`src/rtl/bufgmux_switch_ctrl.sv`:
```
`default_nettype none
// ============================================================================
// Module      : bufgmux_switch_ctrl
// Description : Sequencer for a two-input global clock mux. Accepts switch
//               requests or fails over away from a dead source, and drives
//               the mux select with a gated sequence:
//               qualify target -> gate downstream -> flip S -> settle -> ungate.
// Revision    : 1.0  initial release
// ============================================================================
module bufgmux_switch_ctrl #(
  parameter bit INIT_SEL      = 1'b0,
  parameter int HOLD_CYC      = 4,
  parameter int SETTLE_CYC    = 8,
  parameter int TIMEOUT_CYC   = 256,
  parameter bit AUTO_FAILOVER = 1'b1,
  parameter int CNT_W         = 9
) (
  input  logic clk,
  input  logic rst,
  input  logic req,
  input  logic req_sel,
  input  logic clk0_ok,
  input  logic clk1_ok,
  output logic s,
  output logic ce_out,
  output logic busy,
  output logic ack,
  output logic err,
  output logic fail_evt
);

  // Sequencer states; explicit encoding keeps the register width fixed.
  typedef enum logic [2:0] {
    ST_STARTUP = 3'd0,
    ST_IDLE    = 3'd1,
    ST_QUALIFY = 3'd2,
    ST_GATE    = 3'd3,
    ST_SWITCH  = 3'd4,
    ST_SETTLE  = 3'd5,
    ST_DONE    = 3'd6
  } state_t;

  // Terminal counts. GATE/SETTLE/STARTUP count 0..N-1 so they last exactly N
  // cycles; QUALIFY gives up once it has waited the full timeout window.
  localparam logic [CNT_W-1:0] c_hold_last   = CNT_W'(HOLD_CYC - 1);
  localparam logic [CNT_W-1:0] c_settle_last = CNT_W'(SETTLE_CYC - 1);
  localparam logic [CNT_W-1:0] c_timeout     = CNT_W'(TIMEOUT_CYC);
  localparam logic [CNT_W-1:0] c_cnt_one     = CNT_W'(1);

  state_t           r_state;
  logic [CNT_W-1:0] r_cnt;
  logic             r_tgt;      // select value the running sequence moves to
  logic             r_fo_flag;  // running sequence was started by failover

  // Registered outputs
  logic r_s;
  logic r_ce_out;
  logic r_busy;
  logic r_ack;
  logic r_err;
  logic r_fail_evt;

  // Health of the currently selected source, the other one, and the target.
  logic w_cur_ok;
  logic w_oth_ok;
  logic w_tgt_ok;
  logic w_failover;

  // Source health decode relative to the present select and pending target.
  always_comb begin
    w_cur_ok   = r_s   ? clk1_ok : clk0_ok;
    w_oth_ok   = r_s   ? clk0_ok : clk1_ok;
    w_tgt_ok   = r_tgt ? clk1_ok : clk0_ok;
    // Only leave a dead source when the alternative is alive; with both dead
    // there is nothing better to switch to, so S is held.
    w_failover = AUTO_FAILOVER && !w_cur_ok && w_oth_ok;
  end

  // Sequencer: state, counter and all registered outputs in one process.
  // Outputs are assigned on the transition into each state so that they
  // always reflect the state being entered.
  always_ff @(posedge clk) begin
    if (rst) begin
      r_state    <= ST_STARTUP;
      r_cnt      <= '0;
      r_tgt      <= INIT_SEL;
      r_fo_flag  <= 1'b0;
      r_s        <= INIT_SEL;
      r_ce_out   <= 1'b0;
      r_busy     <= 1'b1;
      r_ack      <= 1'b0;
      r_err      <= 1'b0;
      r_fail_evt <= 1'b0;
    end else begin
      // Status pulses last exactly one cycle unless re-armed below.
      r_ack      <= 1'b0;
      r_err      <= 1'b0;
      r_fail_evt <= 1'b0;

      case (r_state)
        // Hold downstream gated while the selected clock settles after reset.
        ST_STARTUP: begin
          if (r_cnt == c_settle_last) begin
            r_state  <= ST_IDLE;
            r_cnt    <= '0;
            r_ce_out <= 1'b1;
            r_busy   <= 1'b0;
          end else begin
            r_cnt <= r_cnt + c_cnt_one;
          end
        end

        // Failover has priority over a pending request; the request stays
        // pending and is taken once the failover sequence has finished.
        ST_IDLE: begin
          r_cnt <= '0;
          if (w_failover) begin
            r_tgt     <= ~r_s;
            r_fo_flag <= 1'b1;
            r_state   <= ST_GATE;
            r_ce_out  <= 1'b0;
            r_busy    <= 1'b1;
          end else if (req && (req_sel == r_s)) begin
            // Already on the requested source: acknowledge without switching.
            r_state <= ST_DONE;
            r_busy  <= 1'b1;
            r_ack   <= 1'b1;
          end else if (req) begin
            r_tgt     <= req_sel;
            r_fo_flag <= 1'b0;
            r_state   <= ST_QUALIFY;
            r_busy    <= 1'b1;
          end
        end

        // Wait for the target source to be alive before touching anything
        // downstream; a timeout ends the request with S and CE untouched.
        ST_QUALIFY: begin
          if (w_tgt_ok) begin
            r_state  <= ST_GATE;
            r_cnt    <= '0;
            r_ce_out <= 1'b0;
          end else if (r_cnt == c_timeout) begin
            r_state <= ST_DONE;
            r_cnt   <= '0;
            r_ack   <= 1'b1;
            r_err   <= 1'b1;
          end else begin
            r_cnt <= r_cnt + c_cnt_one;
          end
        end

        // Downstream is gated; give it HOLD_CYC cycles before the select moves.
        ST_GATE: begin
          if (r_cnt == c_hold_last) begin
            r_state <= ST_SWITCH;
            r_cnt   <= '0;
          end else begin
            r_cnt <= r_cnt + c_cnt_one;
          end
        end

        // Single cycle in which the mux select is flipped.
        ST_SWITCH: begin
          r_s     <= r_tgt;
          r_state <= ST_SETTLE;
          r_cnt   <= '0;
        end

        // Keep downstream gated while the mux output settles on the new input.
        ST_SETTLE: begin
          if (r_cnt == c_settle_last) begin
            r_state    <= ST_DONE;
            r_cnt      <= '0;
            r_ce_out   <= 1'b1;
            r_ack      <= 1'b1;
            r_fail_evt <= r_fo_flag;
          end else begin
            r_cnt <= r_cnt + c_cnt_one;
          end
        end

        // Completion cycle: pulses are already on the outputs; return to IDLE.
        ST_DONE: begin
          r_state   <= ST_IDLE;
          r_cnt     <= '0;
          r_fo_flag <= 1'b0;
          r_ce_out  <= 1'b1;
          r_busy    <= 1'b0;
        end

        // Unreachable encodings recover through the startup gating sequence.
        default: begin
          r_state  <= ST_STARTUP;
          r_cnt    <= '0;
          r_ce_out <= 1'b0;
          r_busy   <= 1'b1;
        end
      endcase
    end
  end

  assign s        = r_s;
  assign ce_out   = r_ce_out;
  assign busy     = r_busy;
  assign ack      = r_ack;
  assign err      = r_err;
  assign fail_evt = r_fail_evt;

endmodule
`default_nettype wire

```
`config.mk`:
```
export PLATFORM = sky130hd
export DESIGN_NAME = bufgmux_switch_ctrl
export DESIGN_NICKNAME = d
export VERILOG_FILES = /design/src/rtl/bufgmux_switch_ctrl.sv
export SDC_FILE = /design/constraint.sdc
export NUM_CORES = 1
export LEC_CHECK = 0
export ABC_AREA = 1
export CAP_MARGIN = 25
export CORE_MARGIN = 1
export CORE_UTILIZATION = 49
export CTS_CLUSTER_DIAMETER = 200
export DETAILED_ROUTE_END_ITERATION = 8
export GPL_ROUTABILITY_DRIVEN = 0
export PLACE_DENSITY_LB_ADDON = 0.12
export SLEW_MARGIN = 20
export SYNTH_ARGS = -nofsm -noshare
export SYNTH_HDL_FRONTEND = slang
export SYNTH_SLANG_ARGS = --single-unit
```
`constraint.sdc`:
```
create_clock -name clk -period 3.1 [get_ports clk]
set_clock_uncertainty 0.2 [all_clocks]
set_input_delay 0.465 -clock clk [delete_from_list [all_inputs] [get_ports clk]]
set_output_delay 0.465 -clock clk [all_outputs]
set_load 0.05 [all_outputs]
```
==> impl_metrics.tcl, run 1 <==
set metrics [dict create \
    status "completed" \
    cts.htree.levels 1 \
    post_layout_nonfiller_instances 213 \
    tns_ps 0 \
    hold_class "flip-flop to flip-flop" \
    rsz0062_at_grt "false" \
    port_buffers 11 \
    timing_worst_slew_pin_value_ps 532 \
    pwr_density_cell_nw_per_um2 706 \
    place_ws_ps 730 \
    max_stage_delay_ps 830 \
    setup_violations 0 \
    cellLeakagePower_nw 0.554 \
    fillCellCount 223 \
    drtPass1Iterations 4 \
    grt_remaining_overflow 0 \
    cp_num_cells 1 \
    critical_path_buf_inv_count 1 \
    postSynthNetCount 180 \
    path_cells "clkdlybuf4s50_1" \
    finalMaxSlewViolations 0 \
    drt_first_iter_violations 39 \
    timing.max_slew.rel_slack_pct 64.5 \
    row_count 17 \
    synthesis.instances 172 \
    cts.repair_timing.setup_buffer_count 0 \
    combinational_family_with_the_most_area_after_synthesis "simple AND/OR/NAND/NOR gates" \
    tritoncts_num_sinks 20 \
    grt_antenna_before_repair 0 \
    die_width_um 50.3 \
    cts.reportedPaths.clkPinSlew_ps 100 \
    yosys.area_share.xor_xnor_pct 4.60 \
    endpoint_kind "output port" \
    number_of_vias_per_cell_after_detailed_routing 4.97 \
    finalCriticalPeriod_ps 2200 \
    floorplan.io_pins 12 \
    sequential_cell_area_fraction_in_the_yosys_report_pct 35.0 \
    timing_hold_violations_final 0 \
    hold_critical_path_depth 1 \
    critPathLaunchType "flip-flop" \
    cp.required_ps 2430 \
    holdCritStartpoint "r_cnt[0]$_SDFF_PP0_" \
    syn-cell-area_um2 1140 \
    grt_pass1_vias 901 \
    floorplan.core_area_um2 2210 \
    route.final.wire_length_mm 2.19 \
    post_cts.resized_instances 0 \
    synth_fa_ha_area_share_pct 2.19 \
    hpwl_mm 1.79 \
    vias 1058 \
    design.die.area_um2 2530 \
    yosys.area_share.simple_pct 42.7 \
    clockRootBuffer "clkbuf_4" \
    yosysUniqueCellTypes 27 \
    clockBufferDepth 2 \
    totalPowerFinal_uw 918 \
    cts_inserted_buffers 3 \
    reg2reg_to "r_cnt[8]$_SDFF_PP0_" \
    final.setup.worst_slack_ps 904 \
    yosys-mux-area-fraction_pct 0 \
    pin_count_of_the_biggest_net_entering_global_routing 11 \
    die_y_um 50.3 \
    critical_path_class "flip-flop to output port" \
    final_min_period_over_clock_period_pct 70.8 \
    tritoncts "built" \
    crit_fanout 5 \
    worstReg2RegStart "r_cnt[0]$_SDFF_PP0_" \
    min_delay_worst_endpoint "r_cnt[0]$_SDFF_PP0_" \
    timing.max_cap.violations 0 \
    post_route_cells_drive_above_1_share_pct 15.1 \
    synthesized_area_divided_by_synthesized_cell_count_um2 6.65 \
    finalNetCount 195 \
    timing.critical_path.max_delay_family "buffers and inverters" \
    postCtsHoldBufs 0 \
    placed_cells_incl_taps 210 \
    route.detailed.wl_per_inst_um 10.3 \
    area_delta_synth_final_pct 13.7 \
    antenna_cell_count 0 \
    compound_cell_area_share_of_the_yosys_netlist_pct 6.02 \
    multiInputGateArea_um2 634 \
    remaining_drc_errors 0 \
    sequential_cell_area_um2 400 \
    grt_first_pass_wirelength_mm 3.75 \
    ant_nets 0 \
    grt_use_total_pct 19.7 \
    yosys_warnings 0 \
    critical_path_arrival_ps 1530 \
    crit_path_top_delay_cell "clkdlybuf4s50_1" \
    max_clock_freq_mhz 455 \
    irDropWorstVdd_uv 379 \
    postSynthRegisterBits 20 \
    floorplan.initialDensity_pct 51.7 \
    clk_latency_ps 290 \
    r2r_cells 9 \
    rrSetupSlack_ps 1020 \
]
[layout by cell type (no fill, tap or decap), drive strengths merged]
cell type and instances:
nand3 11, dfxtp 20, xor2 5, nor3b 2, a21oi 5, clkdlybuf4s50 11
xnor2 1, or2 1, clkbuf 3, nand3b 1, nor3 4, o21a 1
nor4 1, ha 2, inv 25, and3 1, nand2 45, a31oi 1
nand4 2, o21ai 6, nor2 36, clkinv 1
[area by class of cell]
type / count / area share, %
Clock buffer: 3 / 1.73
Timing Repair Buffer: 11 / 8.47
Sequential cell: 20 / 30.8
Multi-Input combinational cell: 125 / 48.8
Tap cell: 28 / 2.69
Inverter: 26 / 7.51
[metal layers]
metal | vias to the layer above | global-route usage (%) | wire (um)
li1 | 561 | - | -
met1 | 460 | 25.8 | 1100
met5 | - | 0 | 0
met2 | 32 | 32.0 | 942
met4 | 0 | 6.94 | 34
met3 | 5 | 3.64 | 119
[worst max path at each step]
stage | from | to | slack (ps)
2_1_floorplan | s$_SDFFE_PP0N_ | ce_out$_SDFFE_PP0P_ | 1390
3_3_place_gp | clk1_ok | r_cnt[7]$_SDFF_PP0_ | 830
3_5_place_dp | clk0_ok | r_cnt[3]$_SDFF_PP0_ | 730
4_1_cts | s$_SDFFE_PP0N_ | s | 890
5_1_grt | s$_SDFFE_PP0N_ | s | 820
6_report | s$_SDFFE_PP0N_ | s | 900
[flip-flops by register name, summed over array words and instances (netlist names)]
name,count
r_tgt,1
r_state,3
fail_evt,1
ack,1
s,1
r_cnt,9
ce_out,1
r_fo_flag,1
err,1
busy,1
[Yosys cell counts]
cell type | number | share of area (%)
nand2_1 | 42 | 14
nor2_1 | 23 | 7.5
dfxtp_1 | 20 | 35
inv_1 | 17 | 5.6
nor2_2 | 12 | 6.6
nand3_1 | 10 | 4.4
inv_2 | 8 | 2.6
o21ai_0 | 6 | 2.6
a21oi_1 | 5 | 2.2
xor2_1 | 5 | 3.8
nor3_1 | 4 | 1.8
ha_1 | 2 | 2.2
nand2_2 | 2 | 1.1
nand4_1 | 2 | 1.1
nor3b_1 | 2 | 1.3
a31oi_1 | 1 | 0.55
and3_1 | 1 | 0.55
buf_6 | 1 | 0.98
clkinv_1 | 1 | 0.33
nand2_4 | 1 | 0.98
nand3_2 | 1 | 0.88
nand3b_1 | 1 | 0.66
nor2_4 | 1 | 0.98
nor4_1 | 1 | 0.55
o21a_1 | 1 | 0.66
or2_1 | 1 | 0.55
xnor2_1 | 1 | 0.77
[where the power goes]
part           switching (mW)  internal [mW]
Clock                  0.0738         0.0452
Sequential             0.0425          0.299
Combinational           0.298          0.159
[per-stage QoR]
stage / cell area, um^2 / utilization (%) / hold WS [ps]
after global placement: 1280 / 57.7 / 239
final: 1300 / 58.8 / 260
after detailed placement: 1280 / 57.7 / 244
after global routing: 1300 / 58.8 / 277
after floorplan: 1140 / - / 227
after CTS: 1300 / 58.8 / 263
[cells by family after synthesis]
logic type	after synthesis
XOR/XNOR	6
adder cells (fa/ha/maj)	2
buffers and inverters	27
AND/OR/NAND/NOR	104
flip-flops	20
AO/OA/AOI/OAI	13
No activity file was read; power rests on OpenSTA's default activity.
==> inputs of run 2 (changes only) <==
Clock period 3.1 ns to 2.3 ns, I/O delays scaled along.
==> impl_metrics.tcl, run 2 (same netlist as run 1, synthesis figures left out) <==
set metrics [dict create \
    rsz0062_at_grt "false" \
    hold_class "flip-flop to flip-flop" \
    largest_register_ffs 9 \
    placed_cells_incl_taps 212 \
    critical_path_buf_inv_count 1 \
    clockRootBuffer "clkbuf_4" \
    area_delta_synth_final_pct 17.6 \
    timing.max_slew.rel_slack_pct 64.4 \
    tritoncts_num_sinks 20 \
    post_cts.resized_instances 0 \
    cts_inserted_buffers 3 \
    pwr_density_cell_nw_per_um2 1050 \
    postCtsHoldBufs 0 \
    crit_path_top_delay_cell "clkdlybuf4s50_1" \
    largest-register "r_cnt" \
    final.setup.worst_slack_ps 181 \
    timing.max_cap.violations 0 \
    status "completed" \
    cellLeakagePower_nw 0.578 \
    finalCriticalPeriod_ps 2120 \
    final_cell_mix "42 x nand2_1, 23 x nor2_1, 20 x dfxtp_1" \
    drtPass1Iterations 5 \
    irDropWorstVdd_uv 561 \
    tns_ps 0 \
    clk_latency_ps 320 \
    timing.critical_path.max_delay_family "buffers and inverters" \
    route.final.wire_length_mm 2.57 \
    vias 1108 \
    grt_remaining_overflow 0 \
    setup_violations 0 \
    design.die.area_um2 2530 \
    floorplan.initialDensity_pct 51.7 \
    path_cells "clkdlybuf4s50_1" \
    grt_use_total_pct 22.5 \
    grt_antenna_before_repair 0 \
    leading_cell_type_in_the_layout_fill_and_taps_excluded "nand2_1" \
    die_width_um 50.3 \
    post_layout_nonfiller_instances 216 \
    drt_first_iter_violations 35 \
    placed_area_um2 1290 \
    grt_first_pass_wirelength_mm 4.28 \
    cts.repair_timing.setup_buffer_count 0 \
    number_of_vias_per_cell_after_detailed_routing 5.13 \
    floorplan.core_area_um2 2210 \
    critical_path_class "flip-flop to output port" \
    port_buffers 11 \
    die_y_um 50.3 \
    finalMaxSlewViolations 0 \
    grt_pass1_vias 1058 \
    critPathLaunchType "flip-flop" \
    finish.instance_area_um2 1350 \
    cp.required_ps 1750 \
    timing_hold_violations_final 0 \
    cts.reportedPaths.clkPinSlew_ps 130 \
    tritoncts "built" \
    critical_path_arrival_ps 1570 \
    remaining_drc_errors 0 \
    place_ws_ps 71.5 \
    route.detailed.wl_per_inst_um 11.9 \
    fin_worst_hold_slack_ps 270 \
    antenna_cell_count 0 \
    floorplan.io_pins 12 \
    max_clock_freq_mhz 472 \
    final_min_period_over_clock_period_pct 92.1 \
    post_route_cells_drive_above_1_share_pct 16.5 \
    row_count 17 \
    cts.htree.levels 1 \
    sequential_cell_area_um2 400 \
    crit_fanout 5 \
    ant_nets 0 \
    max_stage_delay_ps 830 \
    clockBufferDepth 2 \
    multiInputGateArea_um2 634 \
    hpwl_mm 1.88 \
    timing_worst_slew_pin_value_ps 534 \
    fillCellCount 215 \
    pin_count_of_the_biggest_net_entering_global_routing 13 \
    endpoint_kind "output port" \
    biggestRegsByFlops "r_cnt (9), r_state (3)" \
    finalNetCount 197 \
]
-- run 2: changes by cell type in the layout (fill, tap and decap cells not counted) --
cell       delta
bufinv_16     +1
buf_4         +2
-- run 2: worst paths after layout --
kind                             from             endpoint  slack (ps)  depth (start not counted)
setup / recovery       s$_SDFFE_PP0N_                    s         180                          1
setup reg to reg  r_cnt[0]$_SDFF_PP0_  r_cnt[4]$_SDFF_PP0_         250                          9
hold / removal    r_cnt[0]$_SDFF_PP0_  r_cnt[0]$_SDFF_PP0_         270                          1
hold reg to reg   r_cnt[0]$_SDFF_PP0_  r_cnt[0]$_SDFF_PP0_         270                          1
-- run 2: cell type report --
cell class | count | share of cell area [%]
clock inverter | 1 | 2.23
clock buffer | 3 | 1.67
sequential | 20 | 29.8
inverter | 26 | 7.26
timing repair buffer | 13 | 9.30
multi-input combinational | 125 | 47.2
tap | 28 | 2.60
-- run 2: metrics by stage --
step	util (%)	power, mW
after detailed placement	58.4	1.09
after floorplan	-	0.965
after global placement	58.4	1.08
after CTS	60.8	1.39
after global routing	60.8	1.51
final	60.8	1.41
-- run 2: power by group --
| group | switching (mW) | internal, mW |
|---|---|---|
| sequential | 0.0634 | 0.403 |
| combinational | 0.418 | 0.216 |
| clock | 0.129 | 0.176 |
| total | 0.611 | 0.795 |
-- run 2: layer usage --
metal	vias to the layer above	global-route usage, %	wire, um
li1	565	-	-
met1	484	28.5	1190
met2	49	37.8	1170
met3	10	2.42	143
met4	0	11.1	69
met5	-	0	0
==> inputs of run 3 (changes only) <==
Settings changed: SKIP_CTS_REPAIR_TIMING from default to 1.
==> results of run 3 <==
Final layout, timing and power as in run 2 (identical DEF).
